[src/rtl/ts_qos_selector_if.sv]
// Memory-mapped register bus between a host (master) and ts_qos_selector (slave).
interface ts_qos_selector_if;
  logic        mm_write_en;
  logic        mm_read_en;
  logic [7:0]  mm_addr;
  logic [31:0] mm_wdata;
  logic [31:0] mm_rdata;

  modport master (output mm_write_en, mm_read_en, mm_addr, mm_wdata, input mm_rdata);
  modport slave  (input mm_write_en, mm_read_en, mm_addr, mm_wdata, output mm_rdata);
endinterface

[src/rtl/ts_qos_selector.sv]
// TS input selector: picks the best locked channel by priority, with hold-off and fallback.
// Optional build macro TS_QOS_ERR_SAT_EN makes the per-channel error counters saturate.
module ts_qos_selector #(
  parameter int NUM_CH    = 4,
  parameter int CH_W      = $clog2(NUM_CH),
  parameter int CNT_W     = 8,
  parameter int TIMER_W   = 20,
  parameter int DEF_TIMER = 50000
) (
  input  logic                clk,
  input  logic                rst,
  input  logic [NUM_CH-1:0]   ch_lock,
  input  logic [NUM_CH-1:0]   ch_err,
  ts_qos_selector_if.slave    mm,
  output logic [CH_W-1:0]     active_ch,
  output logic                sel_valid,
  output logic                switch_pulse
);
  localparam int PW = NUM_CH * CH_W;

  typedef enum logic [1:0] {
    S_NOSIG   = 2'd0,
    S_ACTIVE  = 2'd1,
    S_HOLDOFF = 2'd2,
    S_MANUAL  = 2'd3
  } state_t;

  function automatic logic [PW-1:0] prio_identity();
    logic [PW-1:0] r;
    r = '0;
    for (int k = 0; k < NUM_CH; k++) begin
      r[k*CH_W +: CH_W] = CH_W'(k);
    end
    return r;
  endfunction

  localparam logic [PW-1:0] PRIO_RST = prio_identity();

  // Returns {found, channel}: lowest-rank locked entry, optionally skipping one channel.
  function automatic logic [CH_W:0] pick(input logic [PW-1:0]     pr,
                                         input logic [NUM_CH-1:0] lk,
                                         input logic              ex_en,
                                         input logic [CH_W-1:0]   ex);
    logic            found;
    logic            hit;
    logic [CH_W-1:0] ch;
    logic [CH_W-1:0] e;
    found = 1'b0;
    ch    = '0;
    for (int k = 0; k < NUM_CH; k++) begin
      e     = pr[k*CH_W +: CH_W];
      hit   = !found && (int'(e) < NUM_CH) && lk[e] && !(ex_en && (e == ex));
      ch    = hit ? e : ch;
      found = found | hit;
    end
    return {found, ch};
  endfunction

  function automatic logic [CNT_W-1:0] cnt_inc(input logic [CNT_W-1:0] c);
`ifdef TS_QOS_ERR_SAT_EN
    return (c == {CNT_W{1'b1}}) ? c : c + CNT_W'(1);
`else
    return c + CNT_W'(1);
`endif
  endfunction

  logic              fallback_en_q, fallback_en_d;
  logic              manual_en_q, manual_en_d;
  logic [CH_W-1:0]   manual_ch_q, manual_ch_d;
  logic [PW-1:0]     prio_q, prio_d;
  logic [TIMER_W-1:0] holdoff_q, holdoff_d;
  logic [CNT_W-1:0]  err_cnt_q [NUM_CH];
  logic [CNT_W-1:0]  err_cnt_d [NUM_CH];
  state_t            state_q, state_d;
  logic [CH_W-1:0]   active_ch_q, active_ch_d;
  logic              sel_valid_q, sel_valid_d;
  logic              switch_pulse_q, switch_pulse_d;
  logic [TIMER_W-1:0] timer_q, timer_d;
  logic [TIMER_W-1:0] fb_cnt_q, fb_cnt_d;
  logic [CH_W-1:0]   fb_ch_q, fb_ch_d;
  logic [31:0]       rdata_q, rdata_d;

  logic [31:0]       rd_val;
  logic [CH_W:0]     cand;
  logic [CH_W:0]     alt;
  logic              act_lost;
  logic              act_err;
  logic [TIMER_W-1:0] fb_eff;

  // Register writes; an out-of-range manual channel leaves the stored one untouched.
  always_comb begin
    fallback_en_d = fallback_en_q;
    manual_en_d   = manual_en_q;
    manual_ch_d   = manual_ch_q;
    prio_d        = prio_q;
    holdoff_d     = holdoff_q;
    if (mm.mm_write_en) begin
      case (mm.mm_addr)
        8'h00: begin
          fallback_en_d = mm.mm_wdata[0];
          manual_en_d   = mm.mm_wdata[1];
          manual_ch_d   = (mm.mm_wdata[31:2] < 30'(NUM_CH)) ? mm.mm_wdata[2 +: CH_W] : manual_ch_q;
        end
        8'h01:   prio_d    = mm.mm_wdata[PW-1:0];
        8'h02:   holdoff_d = mm.mm_wdata[TIMER_W-1:0];
        default: holdoff_d = holdoff_q;
      endcase
    end else begin
      holdoff_d = holdoff_q;
    end
    for (int k = 0; k < NUM_CH; k++) begin
      if (mm.mm_write_en && (mm.mm_addr == 8'(4 + k))) begin
        err_cnt_d[k] = '0;
      end else if (ch_err[k]) begin
        err_cnt_d[k] = cnt_inc(err_cnt_q[k]);
      end else begin
        err_cnt_d[k] = err_cnt_q[k];
      end
    end
  end

  always_comb begin
    rd_val = 32'd0;
    case (mm.mm_addr)
      8'h00:   rd_val = 32'({manual_ch_q, manual_en_q, fallback_en_q});
      8'h01:   rd_val = 32'(prio_q);
      8'h02:   rd_val = 32'(holdoff_q);
      8'h03:   rd_val = 32'({state_q, ch_lock, active_ch_q});
      default: begin
        for (int k = 0; k < NUM_CH; k++) begin
          rd_val = (mm.mm_addr == 8'(4 + k)) ? 32'(err_cnt_q[k]) : rd_val;
        end
      end
    endcase
    rdata_d = mm.mm_read_en ? rd_val : rdata_q;
  end

  // Selection FSM; decisions use the control values that take effect at this edge.
  always_comb begin
    cand        = pick(prio_d, ch_lock, 1'b0, '0);
    alt         = pick(prio_d, ch_lock, 1'b1, active_ch_q);
    act_lost    = !ch_lock[active_ch_q];
    act_err     = ch_err[active_ch_q];
    fb_eff      = (fb_ch_q == cand[CH_W-1:0]) ? fb_cnt_q : '0;
    state_d     = state_q;
    active_ch_d = active_ch_q;
    timer_d     = timer_q;
    fb_cnt_d    = '0;
    fb_ch_d     = fb_ch_q;
    if (manual_en_d) begin
      state_d     = S_MANUAL;
      active_ch_d = manual_ch_d;
    end else if ((state_q == S_MANUAL) || (state_q == S_NOSIG)) begin
      state_d     = cand[CH_W] ? S_ACTIVE : S_NOSIG;
      active_ch_d = cand[CH_W] ? cand[CH_W-1:0] : active_ch_q;
    end else if (act_lost || ((state_q == S_ACTIVE) && act_err)) begin
      if (alt[CH_W]) begin
        state_d     = S_HOLDOFF;
        active_ch_d = alt[CH_W-1:0];
        timer_d     = holdoff_d;
      end else begin
        state_d     = act_lost ? S_NOSIG : state_q;
      end
    end else if (state_q == S_HOLDOFF) begin
      if (timer_q == '0) begin
        state_d = S_ACTIVE;
      end else begin
        timer_d = timer_q - TIMER_W'(1);
      end
    end else if (fallback_en_d && cand[CH_W] && (cand[CH_W-1:0] != active_ch_q)) begin
      // A better channel must stay locked for holdoff consecutive cycles before we return.
      if (fb_eff >= holdoff_d) begin
        state_d     = S_HOLDOFF;
        active_ch_d = cand[CH_W-1:0];
        timer_d     = holdoff_d;
      end else begin
        fb_cnt_d    = fb_eff + TIMER_W'(1);
        fb_ch_d     = cand[CH_W-1:0];
      end
    end else begin
      state_d = S_ACTIVE;
    end
    sel_valid_d    = (state_d == S_MANUAL) ? ch_lock[manual_ch_d] : (state_d != S_NOSIG);
    switch_pulse_d = (active_ch_d != active_ch_q);
  end

  always_ff @(posedge clk) begin
    if (rst) begin
      fallback_en_q  <= 1'b0;
      manual_en_q    <= 1'b0;
      manual_ch_q    <= '0;
      prio_q         <= PRIO_RST;
      holdoff_q      <= TIMER_W'(DEF_TIMER);
      for (int k = 0; k < NUM_CH; k++) err_cnt_q[k] <= '0;
      state_q        <= S_NOSIG;
      active_ch_q    <= '0;
      sel_valid_q    <= 1'b0;
      switch_pulse_q <= 1'b0;
      timer_q        <= '0;
      fb_cnt_q       <= '0;
      fb_ch_q        <= '0;
      rdata_q        <= 32'd0;
    end else begin
      fallback_en_q  <= fallback_en_d;
      manual_en_q    <= manual_en_d;
      manual_ch_q    <= manual_ch_d;
      prio_q         <= prio_d;
      holdoff_q      <= holdoff_d;
      for (int k = 0; k < NUM_CH; k++) err_cnt_q[k] <= err_cnt_d[k];
      state_q        <= state_d;
      active_ch_q    <= active_ch_d;
      sel_valid_q    <= sel_valid_d;
      switch_pulse_q <= switch_pulse_d;
      timer_q        <= timer_d;
      fb_cnt_q       <= fb_cnt_d;
      fb_ch_q        <= fb_ch_d;
      rdata_q        <= rdata_d;
    end
  end

  assign active_ch    = active_ch_q;
  assign sel_valid    = sel_valid_q;
  assign switch_pulse = switch_pulse_q;
  assign mm.mm_rdata  = rdata_q;
endmodule
[src/flat_wrapper.sv]
// flat-port wrapper written by rule: the top's interface ports become plain ports
module ts_qos_selector_flat 
#(
  parameter int NUM_CH    = 4,
  parameter int CH_W      = $clog2(NUM_CH),
  parameter int CNT_W     = 8,
  parameter int TIMER_W   = 20,
  parameter int DEF_TIMER = 50000
)
  (clk, rst, ch_lock, ch_err, active_ch, sel_valid, switch_pulse, mm_mm_write_en, mm_mm_read_en, mm_mm_addr, mm_mm_wdata, mm_mm_rdata);
  ts_qos_selector_if mm_i ();
  input  logic clk;
  input  logic rst;
  input  logic [NUM_CH-1:0] ch_lock;
  input  logic [NUM_CH-1:0] ch_err;
  output logic [CH_W-1:0] active_ch;
  output logic sel_valid;
  output logic switch_pulse;
  input wire logic [$bits(mm_i.mm_write_en)-1:0] mm_mm_write_en;
  input wire logic [$bits(mm_i.mm_read_en)-1:0] mm_mm_read_en;
  input wire logic [$bits(mm_i.mm_addr)-1:0] mm_mm_addr;
  input wire logic [$bits(mm_i.mm_wdata)-1:0] mm_mm_wdata;
  output wire logic [$bits(mm_i.mm_rdata)-1:0] mm_mm_rdata;
  assign mm_i.mm_write_en = mm_mm_write_en;
  assign mm_i.mm_read_en = mm_mm_read_en;
  assign mm_i.mm_addr = mm_mm_addr;
  assign mm_i.mm_wdata = mm_mm_wdata;
  assign mm_mm_rdata = mm_i.mm_rdata;
  ts_qos_selector #(.NUM_CH(NUM_CH), .CH_W(CH_W), .CNT_W(CNT_W), .TIMER_W(TIMER_W), .DEF_TIMER(DEF_TIMER)) u_core (.clk(clk), .rst(rst), .ch_lock(ch_lock), .ch_err(ch_err), .mm(mm_i), .active_ch(active_ch), .sel_valid(sel_valid), .switch_pulse(switch_pulse));
endmodule
[config.mk]
export PLATFORM = sky130hd
export DESIGN_NAME = ts_qos_selector_flat
export DESIGN_NICKNAME = d
export VERILOG_FILES = /design/src/rtl/ts_qos_selector_if.sv /design/src/rtl/ts_qos_selector.sv /design/src/flat_wrapper.sv
export SDC_FILE = /design/constraint.sdc
export NUM_CORES = 1
export LEC_CHECK = 0
export BUFFER_PORTS_ARGS = -buffer_cell sky130_fd_sc_hd__buf_2
export CORE_UTILIZATION = 39
export CTS_CLUSTER_SIZE = 16
export DETAILED_ROUTE_END_ITERATION = 6
export PLACE_DENSITY = 0.58
export SLEW_MARGIN = 5
export SYNTH_ARGS = -nofsm -noshare
export SYNTH_HDL_FRONTEND = slang
export SYNTH_SLANG_ARGS = --single-unit
[constraint.sdc]
create_clock -name clk -period 6.65 [get_ports clk]
set_clock_uncertainty 0.15 [all_clocks]
set_input_delay 0.665 -clock clk [delete_from_list [all_inputs] [get_ports clk]]
set_output_delay 0.665 -clock clk [all_outputs]
set_load 0.1 [all_outputs]
Word level (Yosys, flattened, before mapping):

Memories as Yosys holds them, arrays and structs flattened.
Index checks and enable logic that the tools add are counted.

* output and inout bits: 36
* memories kept: 1
* register bits after elaboration: 112
* logic and storage cells: 182
* RAM bits: 32

* mux-type cells: 79
* eq/ne operators: 20
* add/sub/neg operators: 6
* $lt $le $gt $ge: 8
* bitwise logic cells: 16
* reduce and logical (&&, ||, !) cells: 39

Memory list
* u_core.err_cnt_q: words 4, width 8, rd ports 4, clocked after memory_dff 0, write ports 4, RTL line ts_qos_selector.sv:72 `logic [CNT_W-1:0] err_cnt_q [NUM_CH];`

Operators by type and width (count)
* $mux 20: 9
* $pmux 32 s4: 1
* $mux 8: 15
* $mux 32: 3
* $mux 2: 28
* $add 8x1->8 const B: 4
* $eq 8x3->1 const B: 4
* $lt 30x3->1 const B: 1
* $add 20x1->20 const B: 1
* $ge 20x20->1: 1
* $logic_not 20->1: 1
* $sub 20x1->20 const B: 1
* $lt 2x3->1 const B: 6
* $logic_and 1x1->1: 17
* $eq 8x2->1 const B: 2
* $mux 1: 16
* $bmux 1 s2: 7
* $reduce_and 6->1: 2
* $logic_not 1->1: 11
* $eq 2x2->1: 5
* $or 1x1->1: 10
* $eq 8x1->1 const B: 1
* $logic_not 8->1: 1
* $reduce_or 7->1: 1
* other kinds (10): 20

Depth between registers and ports, before layout:

Gate-level depths: netlist of the first run.

* word-level depth: 25
* mapped depth: 26
* gate-level depth less buffers: 21

Worst setup path before layout of the first run:

Ideal clock, no wire load.

* path kind: in2reg
* from: in mm_mm_addr[5]
* to: reg u_core.timer_q[0]
* arrival time: 5.538 ns
* required time: 6.381 ns
* stages: 23
* slack: 0.843 ns
* cell sequence: nor4_4 -> a31oi_2 -> or2_0 -> o41a_1 -> or3b_1 -> a22oi_4 -> xnor2_1 -> clkbuf_1 -> and3_1 -> inv_1 -> ha_1 -> nand2b_1 -> a21o_1 -> a21o_1 -> a21o_1 -> a21oi_1 -> o211ai_1 -> a21o_1 -> a31o_1 -> a31oi_2 -> buf_2 -> a21oi_1 -> o221a_1

* longest elaborated chain between the ends: 20

Ends and longest elaborated chain
* from (decl): RTL line flat_wrapper.sv:21 `input wire logic [$bits(mm_i.mm_addr)-1:0] mm_mm_addr;`
* branches (longest 20 deep; another with $eq 8x1->1)
* to (signal assigned): RTL line ts_qos_selector.sv:214 `timer_q <= timer_d;`
* to (decl): RTL line ts_qos_selector.sv:78 `logic [TIMER_W-1:0] timer_q, timer_d;`

Parallel ways; which one is timed is not known. The select of a mux whose other input is x is not followed.
A chain may end at the register's enable or synchronous reset.

Final worst setup path of the first run:

* from: in mm_mm_addr[5]
* to: reg u_core.fb_cnt_q[5]

* longest elaborated chain between the ends: 18

Ends and longest elaborated chain
* $eq 8x1->1: RTL line ts_qos_selector.sv:98 `case (mm.mm_addr)`
* $mux 8: RTL line ts_qos_selector.sv:98
* $mux 8: RTL line ts_qos_selector.sv:97 `if (mm.mm_write_en) begin`
* $bmux 1 s2: RTL line ts_qos_selector.sv:52 `hit = !found && (int'(e) < NUM_CH) && lk[e] && !(ex_en && (e == ex));`
* $mux 1 (implied by the code): RTL line ts_qos_selector.sv:52
* $logic_not 1->1: RTL line ts_qos_selector.sv:52
* $logic_and 1x1->1: RTL line ts_qos_selector.sv:52
* $or 1x1->1: RTL line ts_qos_selector.sv:54 `found = found | hit;`
* [... 2 more ...]
* $or 1x1->1: RTL line ts_qos_selector.sv:54
* $logic_not 1->1: RTL line ts_qos_selector.sv:52
* $logic_and 1x1->1: RTL line ts_qos_selector.sv:52
* $mux 2 / $or 1x1->1 (equally long branches): RTL line ts_qos_selector.sv:53, ts_qos_selector.sv:54
* $eq 2x2->1, or another cell as far along: RTL line ts_qos_selector.sv:144 `fb_eff = (fb_ch_q == cand[CH_W-1:0]) ? fb_cnt_q : '0;`
* $mux 20 / $logic_and 1x1->1 (equally long branches): RTL line ts_qos_selector.sv:144, ts_qos_selector.sv:170
* $ge 20x20->1 / $not 1->1 (equally long branches)
* $reduce_or 7->1 (no source line)
* to (signal assigned): RTL line ts_qos_selector.sv:215 `fb_cnt_q <= fb_cnt_d;`
* to (decl): RTL line ts_qos_selector.sv:79 `logic [TIMER_W-1:0] fb_cnt_q, fb_cnt_d;`

Several ways; a longest one is shown, not always the timed one. The select of a mux whose other input is x is not followed.

==> run_summary.xml, run 1 <==
<?xml version="1.0" encoding="UTF-8"?>
<metrics>
  <group name="timing">
    <metric name="period_share" unit="">0.884</metric>
    <metric name="finalSetupTns" unit="ns">0</metric>
    <metric name="timing.final.setup_violations" unit="">0</metric>
    <metric name="fmax" unit="MHz">170</metric>
    <metric name="timing.final.max_slew_violations" unit="">0</metric>
    <metric name="rsz0062_at_grt" unit="">false</metric>
    <metric name="timing_worst_slew_pin_value" unit="ns">0.844</metric>
    <metric name="final_critical_path_setup_slack" unit="ns">0.773</metric>
    <metric name="period_minus_slack" unit="ns">5.88</metric>
    <metric name="worst_hold_slack" unit="ns">0.332</metric>
    <metric name="maxSlewHeadroom" unit="">0.437</metric>
    <metric name="finalHoldViolations" unit="">0</metric>
  </group>
  <group name="setup_path">
    <metric name="timing.critical_path.mode_cell" unit="">sky130_fd_sc_hd__a21o_1</metric>
    <metric name="worstSetupEndpointType" unit="">flip-flop</metric>
    <metric name="crit_chain" unit="">buf_2 &gt; nor4_4 &gt; nand3_2 &gt; and3_1 &gt; o41a_1 &gt; or3b_1 &gt; a22oi_4 &gt; xnor2_1 &gt; and3_1 &gt; inv_1 &gt; ha_1 &gt; nand2b_1 &gt; a21o_1 &gt; a21o_1 &gt; a21o_1 &gt; a21oi_1 &gt; o211ai_1 &gt; a21o_1 &gt; a31oi_2 &gt; nand4_1 &gt; or2_1 &gt; nor2_1</metric>
    <metric name="max_stage_delay" unit="ns">0.49</metric>
    <metric name="critical_path.reg2reg.startpoint" unit="">u_core.prio_q[5]$_SDFF_PP1_</metric>
    <metric name="worst_path_max_delay_cell" unit="">sky130_fd_sc_hd__o41a_1</metric>
    <metric name="critical_path_arrival" unit="ns">6.09</metric>
    <metric name="r2r-end" unit="">u_core.fb_cnt_q[5]$_SDFF_PP0_</metric>
    <metric name="cp.buffers_inverters" unit="">2</metric>
    <metric name="critical-path-top-delay-family" unit="">simple AND/OR/NAND/NOR gates</metric>
    <metric name="worstPathMaxFanout" unit="">15</metric>
    <metric name="reg2regPathDepth" unit="">21</metric>
    <metric name="worstPathRequired" unit="ns">6.86</metric>
    <metric name="setup_slack_of_the_most_critical_reg_to_reg_path" unit="ns">1.50</metric>
    <metric name="cp-start-kind" unit="">input port</metric>
    <metric name="timing.setup.critical_path_class" unit="">in -&gt; reg</metric>
  </group>
  <group name="synthesis">
    <metric name="ys_top_cells_by_area" unit="">sky130_fd_sc_hd__dfxtp_1, sky130_fd_sc_hd__nor2_1, sky130_fd_sc_hd__mux2i_1, sky130_fd_sc_hd__mux4_2, sky130_fd_sc_hd__ha_1</metric>
    <metric name="yosysSeqAreaShare" unit="">0.325</metric>
    <metric name="async_reset_ff_frac" unit="">0</metric>
    <metric name="ys_types" unit="">76</metric>
    <metric name="syn_area_per_cell" unit="µm²">8.40</metric>
    <metric name="netlist.area_leader.share" unit="">0.325</metric>
    <metric name="yosys_warnings" unit="">0</metric>
    <metric name="postSynthRegisterBits" unit="">132</metric>
    <metric name="post-synth-top-area-cell" unit="">sky130_fd_sc_hd__dfxtp_1</metric>
    <metric name="synth_enable_flop_cells" unit="">0</metric>
    <metric name="synth_top_flop_cell" unit="">sky130_fd_sc_hd__dfxtp_1</metric>
    <metric name="netlist_area" unit="µm²">8130</metric>
    <metric name="post_synth_inst_count" unit="">968</metric>
  </group>
  <group name="cts">
    <metric name="clkTransAtPathRegs" unit="ns">0.06</metric>
    <metric name="numClockSinks" unit="">132</metric>
    <metric name="cts_tree" unit="">done</metric>
    <metric name="postCtsHoldBufs" unit="">0</metric>
    <metric name="cts-resized-gates" unit="">0</metric>
    <metric name="worst_skew_pair.late_latency" unit="ns">0.43</metric>
    <metric name="postCtsSetupBuffers" unit="">0</metric>
    <metric name="cts-root-to-sink-buffers" unit="">2</metric>
    <metric name="clock_buffer_count_from_cts" unit="">17</metric>
    <metric name="ctsRootBufferMaster" unit="">sky130_fd_sc_hd__clkbuf_16</metric>
    <metric name="cts_h_tree_depth" unit="">4</metric>
  </group>
  <group name="power_and_ir_drop">
    <metric name="vdd_drop_max" unit="V">0.000134</metric>
    <metric name="power.total" unit="mW">2.68</metric>
    <metric name="total_leakage_power" unit="nW">3.93</metric>
    <metric name="power.combinational.fraction" unit="">0.328</metric>
    <metric name="power_per_cell_area" unit="nW/µm²">288</metric>
    <metric name="share_seq_of_total_power" unit="">0.333</metric>
    <metric name="clock_power_share" unit="">0.340</metric>
    <metric name="power_switching" unit="mW">1.06</metric>
    <metric name="intPower" unit="mW">1.62</metric>
    <metric name="p_sw_frac" unit="">0.394</metric>
  </group>
  <group name="grt">
    <metric name="vias_in_the_first_global_route" unit="">6672</metric>
    <metric name="grt-ovfl-total" unit="">0</metric>
    <metric name="grt_usage" unit="">0.219</metric>
    <metric name="grt_antenna_before_repair" unit="">0</metric>
    <metric name="grt_max_degree" unit="">75</metric>
    <metric name="grt_first_pass_wirelength" unit="µm">36800</metric>
  </group>
  <group name="detailed_routing">
    <metric name="drt-vias-per-instance" unit="">5.61</metric>
    <metric name="first_pass_iters" unit="">5</metric>
    <metric name="initialDrtViolationCount" unit="">721</metric>
    <metric name="routed-via-count" unit="">7333</metric>
    <metric name="route.final.wire_length" unit="µm">23100</metric>
    <metric name="drc" unit="">0</metric>
    <metric name="final_routed_wire_length_divided_by_cell_count" unit="µm">17.7</metric>
    <metric name="route.antenna.remaining_nets" unit="">0</metric>
  </group>
  <group name="die">
    <metric name="placementRows" unit="">52</metric>
    <metric name="die-area" unit="µm²">21400</metric>
    <metric name="floorplan.initialDensity" unit="">0.399</metric>
    <metric name="dieWidth" unit="µm">146</metric>
    <metric name="floorplan.io_pins" unit="">88</metric>
    <metric name="coreArea" unit="µm²">20400</metric>
    <metric name="chipHeight" unit="µm">146</metric>
  </group>
  <group name="min_path">
    <metric name="hold_path_depth" unit="">2</metric>
    <metric name="hold_path_startpoint" unit="">u_core.timer_q[1]$_SDFFE_PP0P_</metric>
    <metric name="hold-path-endpoint" unit="">u_core.timer_q[1]$_SDFFE_PP0P_</metric>
    <metric name="hold_class" unit="">reg -&gt; reg</metric>
  </group>
  <group name="placement">
    <metric name="dpl_worst_slack" unit="ns">0.381</metric>
    <metric name="hpwlAfterDp" unit="µm">16600</metric>
    <metric name="port_buffers" unit="">75</metric>
    <metric name="gp_routability_congestion" unit="">0.929</metric>
  </group>
  <group name="layout">
    <metric name="syn_to_final_growth" unit="%">14.2</metric>
    <metric name="number_of_antenna_diodes" unit="">0</metric>
    <metric name="share_of_post_route_cells_with_drive_strength_above_1" unit="">0.163</metric>
    <metric name="final_util" unit="">0.456</metric>
    <metric name="final_net_count" unit="">1105</metric>
  </group>
  <group name="run_status">
    <metric name="outcome" unit="">complete, no violations</metric>
  </group>
  <group name="run">
    <metric name="maxCapViolCount" unit="">0</metric>
  </group>
</metrics>
layout by cell type (no fill, tap or decap), types with 5 or more instances in the layout:
master,instances
sky130_fd_sc_hd__nand2b_1,11
sky130_fd_sc_hd__inv_1,21
sky130_fd_sc_hd__nor4_1,13
sky130_fd_sc_hd__a21o_1,13
sky130_fd_sc_hd__a211o_1,9
sky130_fd_sc_hd__nor2_1,153
sky130_fd_sc_hd__xnor2_1,20
sky130_fd_sc_hd__nand3_1,31
sky130_fd_sc_hd__and4_1,6
sky130_fd_sc_hd__o31ai_1,5
sky130_fd_sc_hd__nand4_1,24
sky130_fd_sc_hd__buf_4,14
sky130_fd_sc_hd__clkbuf_16,17
sky130_fd_sc_hd__dfxtp_1,132
sky130_fd_sc_hd__mux2_2,11
sky130_fd_sc_hd__and2_1,9
sky130_fd_sc_hd__conb_1,12
sky130_fd_sc_hd__a311oi_1,5
sky130_fd_sc_hd__ha_1,28
sky130_fd_sc_hd__xor2_1,36
sky130_fd_sc_hd__nand2_1,65
sky130_fd_sc_hd__nor3_1,16
sky130_fd_sc_hd__inv_6,6
sky130_fd_sc_hd__mux2i_1,49
sky130_fd_sc_hd__o21ai_1,9
sky130_fd_sc_hd__a21oi_1,54
sky130_fd_sc_hd__buf_2,75
sky130_fd_sc_hd__a31oi_1,5
sky130_fd_sc_hd__mux4_2,16
sky130_fd_sc_hd__and3_1,33
sky130_fd_sc_hd__a211oi_1,13
sky130_fd_sc_hd__nor2b_1,17
sky130_fd_sc_hd__a22oi_1,10
sky130_fd_sc_hd__o21ai_0,19
worst min-delay path, cell delays in order (launching register included):
cell and delay [ns]:
sky130_fd_sc_hd__dfxtp_1 0.33, sky130_fd_sc_hd__nand2_1 0.06, sky130_fd_sc_hd__a21oi_1 0.05
flip-flops by register name, indices dropped and copies added (netlist names):
signal                count
u_core.fallback_en_q      1
u_core.switch_pulse       1
u_core.prio_q             8
u_core.active_ch          2
u_core.fb_ch_q            2
u_core.manual_ch_q        2
u_core.timer_q           20
u_core.state_q            2
u_core.mm.mm_rdata       20
u_core.err_cnt_q         32
u_core.manual_en_q        1
u_core.fb_cnt_q          20
u_core.sel_valid          1
u_core.holdoff_q         20
power by group through the flow:
stage	clock, mW	sequential (mW)	combinational, mW
final	0.909	0.891	0.877
after global routing	0.970	0.897	0.945
after CTS	0.920	0.890	0.863
after detailed placement	0	0.908	0.855
after global placement	0	0.909	0.860
after floorplan	0	0.973	0.592
through the flow:
stage          area, µm²  cells
2_1_floorplan       8170    979
3_3_place_gp        8710   1276
3_5_place_dp        8710   1276
4_1_cts             9280   1308
5_1_grt             9280   1308
6_report            9280   1308
kinds of logic after synthesis:
family / count (synthesis) / synth area share
muxes: 77 / 0.121
and+or+nand+nor: 404 / 0.247
DFF: 132 / 0.325
other: 1 / 0.000461
AOI/OAI and AO/OA: 184 / 0.155
buffers and inverters: 85 / 0.0463
adders and majority gates: 28 / 0.0431
xor gates and xnor gates: 57 / 0.0623
layout make-up:
type / count / area (µm²)
Timing Repair Buffer: 90 / 500
Multi-Input combinational cell: 762 / 5150
Tap cell: 270 / 338
Clock inverter: 15 / 140
Inverter: 22 / 82.6
Sequential cell: 132 / 2640
Clock buffer: 17 / 425
Fill cell: 2030 / 11100
routing by layer:
layer | routed length, µm | global-route usage
met1 | 11400 | 0.320
met2 | 9980 | 0.328
met3 | 1380 | 0.0391
met4 | 326 | 0.0620
met5 | 0 | 0
cells in the mapped netlist, drive strengths merged, types with 16 or more instances:
| cell | n |
|---|---|
| nor3 | 19 |
| nand4 | 24 |
| o21ai | 28 |
| nand3 | 32 |
| a21oi | 57 |
| mux2i | 49 |
| nand2 | 65 |
| and3 | 33 |
| buf | 26 |
| xor2 | 37 |
| xnor2 | 20 |
| ha | 28 |
| nor2 | 153 |
| nor2b | 17 |
| dfxtp | 132 |
| inv | 21 |
| clkbuf | 37 |
| mux4 | 16 |
worst max-delay path by stage:
stage | startpoint | to | cells past startpoint
4_1_cts | mm_mm_addr[5] | u_core.fb_cnt_q[17]$_SDFF_PP0_ | 22
3_5_place_dp | mm_mm_addr[5] | u_core.fb_cnt_q[17]$_SDFF_PP0_ | 22
2_1_floorplan | mm_mm_addr[5] | u_core.timer_q[0]$_SDFFE_PP0P_ | 23
5_1_grt | mm_mm_addr[5] | u_core.fb_cnt_q[4]$_SDFF_PP0_ | 22
3_3_place_gp | mm_mm_addr[5] | u_core.timer_q[0]$_SDFFE_PP0P_ | 23
6_report | mm_mm_addr[5] | u_core.fb_cnt_q[5]$_SDFF_PP0_ | 22
Note: power is estimated with default switching activity, not from simulation.
==> run 2, diff against run 1 <==
--- a/config.mk
+++ b/config.mk
@@ -10,6 +10,7 @@
 export CTS_CLUSTER_SIZE = 16
 export DETAILED_ROUTE_END_ITERATION = 6
 export PLACE_DENSITY = 0.58
+export RECOVER_POWER = 100
 export SLEW_MARGIN = 5
 export SYNTH_ARGS = -nofsm -noshare
 export SYNTH_HDL_FRONTEND = slang
==> run 2 against run 1 <==
The flow now finishes with violations (max-capacitance violations, max-slew violations); largest cell class unchanged; die area unchanged; sequential share of layout area grew 0.20 points; sequential power about the same; critical path type unchanged.
==> run_summary.xml, run 2 (synthesis gave the netlist of run 1 again) <==
<?xml version="1.0" encoding="UTF-8"?>
<metrics>
  <group name="layout">
    <metric name="top_register_by_number_of_flip_flops" unit="">u_core.err_cnt_q</metric>
    <metric name="combined_area_of_the_multi_input_logic_cells" unit="µm²">5130</metric>
    <metric name="layout_commonest_cell" unit="">sky130_fd_sc_hd__nor2_1</metric>
    <metric name="share_of_post_route_cells_with_drive_strength_above_1" unit="">0.132</metric>
    <metric name="final_util" unit="">0.452</metric>
    <metric name="final-seq-area" unit="µm²">2640</metric>
    <metric name="layout.filler_cells" unit="">2055</metric>
    <metric name="syn_to_final_growth" unit="%">13.3</metric>
    <metric name="largest_register_ff_count" unit="">32</metric>
    <metric name="mostFrequentLayoutCells" unit="">sky130_fd_sc_hd__nor2_1, sky130_fd_sc_hd__dfxtp_1, sky130_fd_sc_hd__nand2_1</metric>
    <metric name="number_of_antenna_diodes" unit="">0</metric>
    <metric name="final_net_count" unit="">1105</metric>
  </group>
  <group name="min_path">
    <metric name="hold_path_startpoint" unit="">u_core.timer_q[1]$_SDFFE_PP0P_</metric>
    <metric name="hold-path-endpoint" unit="">u_core.timer_q[1]$_SDFFE_PP0P_</metric>
    <metric name="hold_path_depth" unit="">2</metric>
    <metric name="hold_class" unit="">reg -&gt; reg</metric>
  </group>
  <group name="timing">
    <metric name="finalHoldViolations" unit="">0</metric>
    <metric name="timing.final.max_slew_violations" unit="">22</metric>
    <metric name="timing.final.setup_violations" unit="">0</metric>
    <metric name="finalSetupTns" unit="ns">0</metric>
    <metric name="maxSlewHeadroom" unit="">-0.0461</metric>
    <metric name="timing_worst_slew_pin_value" unit="ns">1.57</metric>
    <metric name="period_minus_slack" unit="ns">6.07</metric>
    <metric name="fmax" unit="MHz">165</metric>
    <metric name="rsz0062_at_grt" unit="">false</metric>
    <metric name="period_share" unit="">0.913</metric>
  </group>
  <group name="cts">
    <metric name="worst_skew_pair.late_latency" unit="ns">0.43</metric>
    <metric name="cts-resized-gates" unit="">0</metric>
    <metric name="clock_buffer_count_from_cts" unit="">17</metric>
    <metric name="postCtsSetupBuffers" unit="">0</metric>
    <metric name="cts-root-to-sink-buffers" unit="">2</metric>
    <metric name="postCtsHoldBufs" unit="">0</metric>
    <metric name="cts_tree" unit="">done</metric>
    <metric name="clkTransAtPathRegs" unit="ns">0.06</metric>
    <metric name="numClockSinks" unit="">132</metric>
    <metric name="ctsRootBufferMaster" unit="">sky130_fd_sc_hd__clkbuf_16</metric>
    <metric name="cts_h_tree_depth" unit="">4</metric>
  </group>
  <group name="setup_path">
    <metric name="r2r-end" unit="">u_core.timer_q[0]$_SDFFE_PP0P_</metric>
    <metric name="crit_chain" unit="">clkbuf_1 &gt; or4_1 &gt; nor4_1 &gt; or2_0 &gt; o41a_1 &gt; o31ai_1 &gt; a21oi_2 &gt; xor2_2 &gt; clkbuf_2 &gt; and3_1 &gt; ha_1 &gt; a21o_1 &gt; a21o_1 &gt; a21o_1 &gt; a21oi_1 &gt; o211ai_1 &gt; a21o_1 &gt; a31o_1 &gt; a31oi_1 &gt; buf_12 &gt; a21oi_1 &gt; o221a_1</metric>
    <metric name="max_stage_delay" unit="ns">0.73</metric>
    <metric name="worstPathRequired" unit="ns">6.82</metric>
    <metric name="worst_path_max_delay_cell" unit="">sky130_fd_sc_hd__or4_1</metric>
    <metric name="timing.critical_path.mode_cell" unit="">sky130_fd_sc_hd__a21o_1</metric>
    <metric name="reg2regPathDepth" unit="">21</metric>
    <metric name="critical_path_arrival" unit="ns">6.24</metric>
    <metric name="cp-start-kind" unit="">input port</metric>
    <metric name="critical_path.reg2reg.startpoint" unit="">u_core.prio_q[4]$_SDFF_PP0_</metric>
    <metric name="worstPathMaxFanout" unit="">40</metric>
    <metric name="timing.setup.critical_path_class" unit="">in -&gt; reg</metric>
    <metric name="setup_slack_of_the_most_critical_reg_to_reg_path" unit="ns">1.35</metric>
    <metric name="worstSetupEndpointType" unit="">flip-flop</metric>
  </group>
  <group name="run">
    <metric name="maxCapViolCount" unit="">1</metric>
  </group>
  <group name="die">
    <metric name="chipHeight" unit="µm">146</metric>
    <metric name="floorplan.io_pins" unit="">88</metric>
    <metric name="placementRows" unit="">52</metric>
    <metric name="die-area" unit="µm²">21400</metric>
    <metric name="coreArea" unit="µm²">20400</metric>
    <metric name="dieWidth" unit="µm">146</metric>
    <metric name="floorplan.initialDensity" unit="">0.399</metric>
  </group>
  <group name="power_and_ir_drop">
    <metric name="power_per_cell_area" unit="nW/µm²">290</metric>
    <metric name="total_leakage_power" unit="nW">3.82</metric>
    <metric name="vdd_drop_max" unit="V">0.000135</metric>
    <metric name="power.total" unit="mW">2.67</metric>
  </group>
  <group name="detailed_routing">
    <metric name="routed-via-count" unit="">7368</metric>
    <metric name="initialDrtViolationCount" unit="">609</metric>
    <metric name="drc" unit="">0</metric>
    <metric name="first_pass_iters" unit="">7</metric>
    <metric name="route.final.wire_length" unit="µm">23200</metric>
    <metric name="final_routed_wire_length_divided_by_cell_count" unit="µm">17.7</metric>
    <metric name="route.antenna.remaining_nets" unit="">0</metric>
    <metric name="drt-vias-per-instance" unit="">5.63</metric>
  </group>
  <group name="run_status">
    <metric name="violations_in_the_final_reports" unit="">max-capacitance violations, max-slew violations</metric>
    <metric name="outcome" unit="">complete, but fails checks</metric>
  </group>
  <group name="placement">
    <metric name="hpwlAfterDp" unit="µm">16600</metric>
    <metric name="gp_routability_congestion" unit="">0.929</metric>
    <metric name="port_buffers" unit="">75</metric>
  </group>
  <group name="grt">
    <metric name="grt_antenna_before_repair" unit="">0</metric>
    <metric name="grt-ovfl-total" unit="">0</metric>
    <metric name="grt_max_degree" unit="">75</metric>
    <metric name="grt_usage" unit="">0.219</metric>
    <metric name="grt_first_pass_wirelength" unit="µm">36800</metric>
    <metric name="vias_in_the_first_global_route" unit="">6672</metric>
  </group>
</metrics>
run 2: metrics by stage:
stage | worst slack [ns] | cells | hold WS (ns) | cell area, µm²
global route | 0.246 | 1308 | 0.357 | 9210
global placement | 0.484 | 1276 | 0.319 | 8710
CTS | 0.809 | 1308 | 0.331 | 9280
finish | 0.580 | 1308 | 0.332 | 9210
detailed placement | 0.381 | 1276 | 0.325 | 8710
floorplan | 0.843 | 979 | 0.304 | 8170
run 2: area by class of cell:
class                           instances  area share
Inverter                               22     0.00896
Multi-Input combinational cell        762       0.557
Clock inverter                         15      0.0152
Tap cell                              270      0.0367
Timing Repair Buffer                   90      0.0490
Sequential cell                       132       0.287
Clock buffer                           17      0.0462
run 2: power breakdown:
| part | total (mW) | switching (mW) | leakage [nW] | internal, mW |
|---|---|---|---|---|
| Clock | 0.910 | 0.416 | 0.274 | 0.494 |
| Sequential | 0.890 | 0.0601 | 1.07 | 0.830 |
| Combinational | 0.870 | 0.580 | 2.47 | 0.290 |
| Total | 2.67 | 1.06 | 3.82 | 1.61 |
run 2: how the worst max path moves through the flow:
stage / to / from / depth (start not counted)
2_1_floorplan: u_core.timer_q[0]$_SDFFE_PP0P_ / mm_mm_addr[5] / 23
3_3_place_gp: u_core.timer_q[0]$_SDFFE_PP0P_ / mm_mm_addr[5] / 23
3_5_place_dp: u_core.fb_cnt_q[17]$_SDFF_PP0_ / mm_mm_addr[5] / 22
4_1_cts: u_core.fb_cnt_q[17]$_SDFF_PP0_ / mm_mm_addr[5] / 22
5_1_grt: u_core.fb_cnt_q[4]$_SDFF_PP0_ / mm_mm_addr[5] / 21
6_report: u_core.timer_q[0]$_SDFFE_PP0P_ / mm_mm_addr[5] / 22
run 2: routing by layer:
| metal | track usage | vias to the layer above | share of wire |
|---|---|---|---|
| met4 | 0.0620 | 0 | 0.013 |
| met2 | 0.328 | 276 | 0.44 |
| met3 | 0.0391 | 19 | 0.059 |
| li1 | - | 3594 | - |
| met5 | 0 | - | 0 |
| met1 | 0.320 | 3479 | 0.49 |
run 2: worst max-delay path, delay by kind of cell:
family / cells / cell delay (ns)
and+or+nand+nor: 4 / 1.79
adders and majority gates: 1 / 0.24
buffers and inverters: 3 / 0.70
AOI/OAI and AO/OA: 13 / 2.63
xor gates and xnor gates: 1 / 0.18
==> run 3, diff against run 2 <==
--- a/config.mk
+++ b/config.mk
@@ -7,6 +7,7 @@
 export LEC_CHECK = 0
 export BUFFER_PORTS_ARGS = -buffer_cell sky130_fd_sc_hd__buf_2
 export CORE_UTILIZATION = 39
+export CTS_BUF_LIST = sky130_fd_sc_hd__clkbuf_2
 export CTS_CLUSTER_SIZE = 16
 export DETAILED_ROUTE_END_ITERATION = 6
 export PLACE_DENSITY = 0.58
==> run 3 against run 2 <==
The run still ends with max-capacitance violations, max-slew violations left; design area is 3.3% lower; first-iteration DRC count is 0.82% higher; global-route usage is 0.28 points lower; worst hold slack worse by 0.25 ns; via count is 0.79% lower; maximum frequency is 3.7% higher; clock power is 47% lower; sequential cell count stayed put; combinational power is 0.7% lower; cell count is 0.38% higher; critical path depth is 1 lower; critical endpoint is now u_core.fb_cnt_q[5]$_SDFF_PP0_; largest cell class unchanged.
==> run_summary.xml, run 3 (synthesis gave the netlist of run 1 again) <==
<?xml version="1.0" encoding="UTF-8"?>
<metrics>
  <group name="run_status">
    <metric name="outcome" unit="">complete, but fails checks</metric>
    <metric name="violations_in_the_final_reports" unit="">max-capacitance violations, max-slew violations</metric>
  </group>
  <group name="setup_path">
    <metric name="worstPathRequired" unit="ns">7.19</metric>
    <metric name="reg2regPathDepth" unit="">20</metric>
    <metric name="r2r-end" unit="">u_core.fb_cnt_q[5]$_SDFF_PP0_</metric>
    <metric name="critical_path.reg2reg.startpoint" unit="">u_core.prio_q[4]$_SDFF_PP0_</metric>
    <metric name="worstSetupEndpointType" unit="">flip-flop</metric>
    <metric name="worstPathMaxFanout" unit="">23</metric>
    <metric name="timing.setup.critical_path_class" unit="">in -&gt; reg</metric>
    <metric name="critical_path_arrival" unit="ns">6.39</metric>
    <metric name="setup_slack_of_the_most_critical_reg_to_reg_path" unit="ns">1.13</metric>
    <metric name="worstSetupStartpoint" unit="">mm_mm_addr[5]</metric>
    <metric name="cp-start-kind" unit="">input port</metric>
  </group>
  <group name="grt">
    <metric name="vias_in_the_first_global_route" unit="">6605</metric>
    <metric name="grt_antenna_before_repair" unit="">1</metric>
    <metric name="grt_max_degree" unit="">75</metric>
    <metric name="grt-ovfl-total" unit="">0</metric>
    <metric name="grt_first_pass_wirelength" unit="µm">36300</metric>
    <metric name="grt_usage" unit="">0.216</metric>
  </group>
  <group name="detailed_routing">
    <metric name="initialDrtViolationCount" unit="">614</metric>
    <metric name="route.antenna.remaining_nets" unit="">0</metric>
    <metric name="first_pass_iters" unit="">7</metric>
    <metric name="routed-via-count" unit="">7310</metric>
    <metric name="route.final.wire_length" unit="µm">22900</metric>
    <metric name="drt-vias-per-instance" unit="">5.57</metric>
    <metric name="drc" unit="">0</metric>
    <metric name="final_routed_wire_length_divided_by_cell_count" unit="µm">17.4</metric>
  </group>
  <group name="placement">
    <metric name="port_buffers" unit="">75</metric>
    <metric name="hpwlAfterDp" unit="µm">16600</metric>
    <metric name="place.detailed.instances" unit="">1276</metric>
    <metric name="gp_routability_congestion" unit="">0.929</metric>
  </group>
  <group name="cts">
    <metric name="clock_buffer_count_from_cts" unit="">17</metric>
    <metric name="numClockSinks" unit="">132</metric>
    <metric name="postCtsHoldBufs" unit="">3</metric>
    <metric name="cts-root-to-sink-buffers" unit="">2</metric>
    <metric name="postCtsSetupBuffers" unit="">0</metric>
    <metric name="cts_h_tree_depth" unit="">4</metric>
    <metric name="ctsRootBufferMaster" unit="">sky130_fd_sc_hd__clkbuf_2</metric>
    <metric name="cts-resized-gates" unit="">0</metric>
    <metric name="worst_skew_pair.late_latency" unit="ns">0.77</metric>
    <metric name="clkTransAtPathRegs" unit="ns">0.24</metric>
    <metric name="cts_tree" unit="">done</metric>
  </group>
  <group name="die">
    <metric name="chipHeight" unit="µm">146</metric>
    <metric name="floorplan.io_pins" unit="">88</metric>
    <metric name="placementRows" unit="">52</metric>
    <metric name="dieWidth" unit="µm">146</metric>
    <metric name="coreArea" unit="µm²">20400</metric>
    <metric name="die-area" unit="µm²">21400</metric>
    <metric name="floorplan.initialDensity" unit="">0.399</metric>
  </group>
  <group name="layout">
    <metric name="final_net_count" unit="">1108</metric>
    <metric name="mostFrequentLayoutCells" unit="">sky130_fd_sc_hd__nor2_1, sky130_fd_sc_hd__dfxtp_1, sky130_fd_sc_hd__nand2_1</metric>
    <metric name="syn_to_final_growth" unit="%">9.58</metric>
    <metric name="top_register_by_number_of_flip_flops" unit="">u_core.err_cnt_q</metric>
    <metric name="largest_register_ff_count" unit="">32</metric>
    <metric name="final_cell_count_no_fill" unit="">1313</metric>
    <metric name="layout_commonest_cell" unit="">sky130_fd_sc_hd__nor2_1</metric>
    <metric name="final_util" unit="">0.437</metric>
    <metric name="share_of_post_route_cells_with_drive_strength_above_1" unit="">0.131</metric>
  </group>
  <group name="power_and_ir_drop">
    <metric name="clock_power_share" unit="">0.214</metric>
    <metric name="power_switching" unit="mW">0.995</metric>
    <metric name="p_sw_frac" unit="">0.445</metric>
    <metric name="power_per_cell_area" unit="nW/µm²">251</metric>
    <metric name="power.combinational.fraction" unit="">0.387</metric>
    <metric name="share_seq_of_total_power" unit="">0.400</metric>
    <metric name="total_leakage_power" unit="nW">3.69</metric>
    <metric name="vdd_drop_max" unit="V">0.000114</metric>
    <metric name="intPower" unit="mW">1.24</metric>
  </group>
  <group name="timing">
    <metric name="maxSlewHeadroom" unit="">-0.0486</metric>
    <metric name="timing.final.setup_violations" unit="">0</metric>
    <metric name="finalSetupTns" unit="ns">0</metric>
    <metric name="period_share" unit="">0.880</metric>
    <metric name="timing_worst_slew_pin_value" unit="ns">1.57</metric>
    <metric name="timing.final.max_slew_violations" unit="">22</metric>
    <metric name="finalHoldViolations" unit="">0</metric>
    <metric name="period_minus_slack" unit="ns">5.85</metric>
    <metric name="rsz0062_at_grt" unit="">false</metric>
    <metric name="fmax" unit="MHz">171</metric>
  </group>
  <group name="run">
    <metric name="maxCapViolCount" unit="">1</metric>
  </group>
  <group name="min_path">
    <metric name="hold_path_startpoint" unit="">ch_err[0]</metric>
    <metric name="hold-path-endpoint" unit="">u_core.err_cnt_q[0][1]$_SDFFE_PP0P_</metric>
    <metric name="hold_class" unit="">in -&gt; reg</metric>
    <metric name="hold_path_depth" unit="">3</metric>
  </group>
</metrics>
[run 3: power groups by stage]
stage | logic [mW] | registers, mW | clock network (mW)
2_1_floorplan | 0.592 | 0.973 | 0
3_3_place_gp | 0.860 | 0.909 | 0
3_5_place_dp | 0.855 | 0.908 | 0
4_1_cts | 0.862 | 0.893 | 0.497
5_1_grt | 0.935 | 0.901 | 0.539
6_report | 0.864 | 0.893 | 0.478
[run 3: per-layer routing]
layer,vias up,part of all wire,track usage
li1,3607,-,-
met1,3447,0.49,0.316
met2,233,0.44,0.324
met3,23,0.056,0.0363
met4,0,0.013,0.0630
met5,-,0,0
[run 3: critical path, stage by stage]
cell and delay, ns:
sky130_fd_sc_hd__clkbuf_1 0.11, sky130_fd_sc_hd__or4_1 0.73, sky130_fd_sc_hd__nor4_1 0.60, sky130_fd_sc_hd__or2_0 0.20, sky130_fd_sc_hd__o41a_1 0.29, sky130_fd_sc_hd__o31ai_1 0.11, sky130_fd_sc_hd__a21oi_1 0.68, sky130_fd_sc_hd__xor2_2 0.14
sky130_fd_sc_hd__buf_4 0.24, sky130_fd_sc_hd__and3_1 0.22, sky130_fd_sc_hd__ha_1 0.29, sky130_fd_sc_hd__a21o_1 0.16, sky130_fd_sc_hd__a21o_1 0.17, sky130_fd_sc_hd__a21o_1 0.17, sky130_fd_sc_hd__a21oi_1 0.17, sky130_fd_sc_hd__o211ai_1 0.12
sky130_fd_sc_hd__a21o_1 0.22, sky130_fd_sc_hd__a31oi_2 0.30, sky130_fd_sc_hd__nand4_1 0.17, sky130_fd_sc_hd__or2_0 0.43, sky130_fd_sc_hd__nor2_1 0.18
[run 3: worst max path at each step]
stage	endpoint	slack (ns)
global route	u_core.fb_cnt_q[4]$_SDFF_PP0_	0.41
global placement	u_core.timer_q[0]$_SDFFE_PP0P_	0.48
detailed placement	u_core.fb_cnt_q[17]$_SDFF_PP0_	0.38
finish	u_core.fb_cnt_q[5]$_SDFF_PP0_	0.80
floorplan	u_core.timer_q[0]$_SDFFE_PP0P_	0.84
CTS	u_core.fb_cnt_q[3]$_SDFF_PP0_	1.21
[run 3: layout make-up]
cell class	count	area (µm²)
antenna	2	5.00
clock buffer	17	85.1
clock inverter	15	140
fill	2086	11500
inverter	22	82.6
multi-input combinational	762	5130
sequential	132	2640
tap	270	338
timing repair buffer	93	484
[run 3: through the flow]
| step | cell area [µm²] | setup WS [ns] | hold slack, ns | power [mW] |
|---|---|---|---|---|
| 2_1_floorplan | 8170 | 0.843 | 0.304 | 1.56 |
| 3_3_place_gp | 8710 | 0.484 | 0.319 | 1.77 |
| 3_5_place_dp | 8710 | 0.381 | 0.325 | 1.76 |
| 4_1_cts | 8970 | 1.21 | 0.00369 | 2.25 |
| 5_1_grt | 8910 | 0.409 | 0.0316 | 2.37 |
| 6_report | 8910 | 0.799 | 0.0806 | 2.23 |
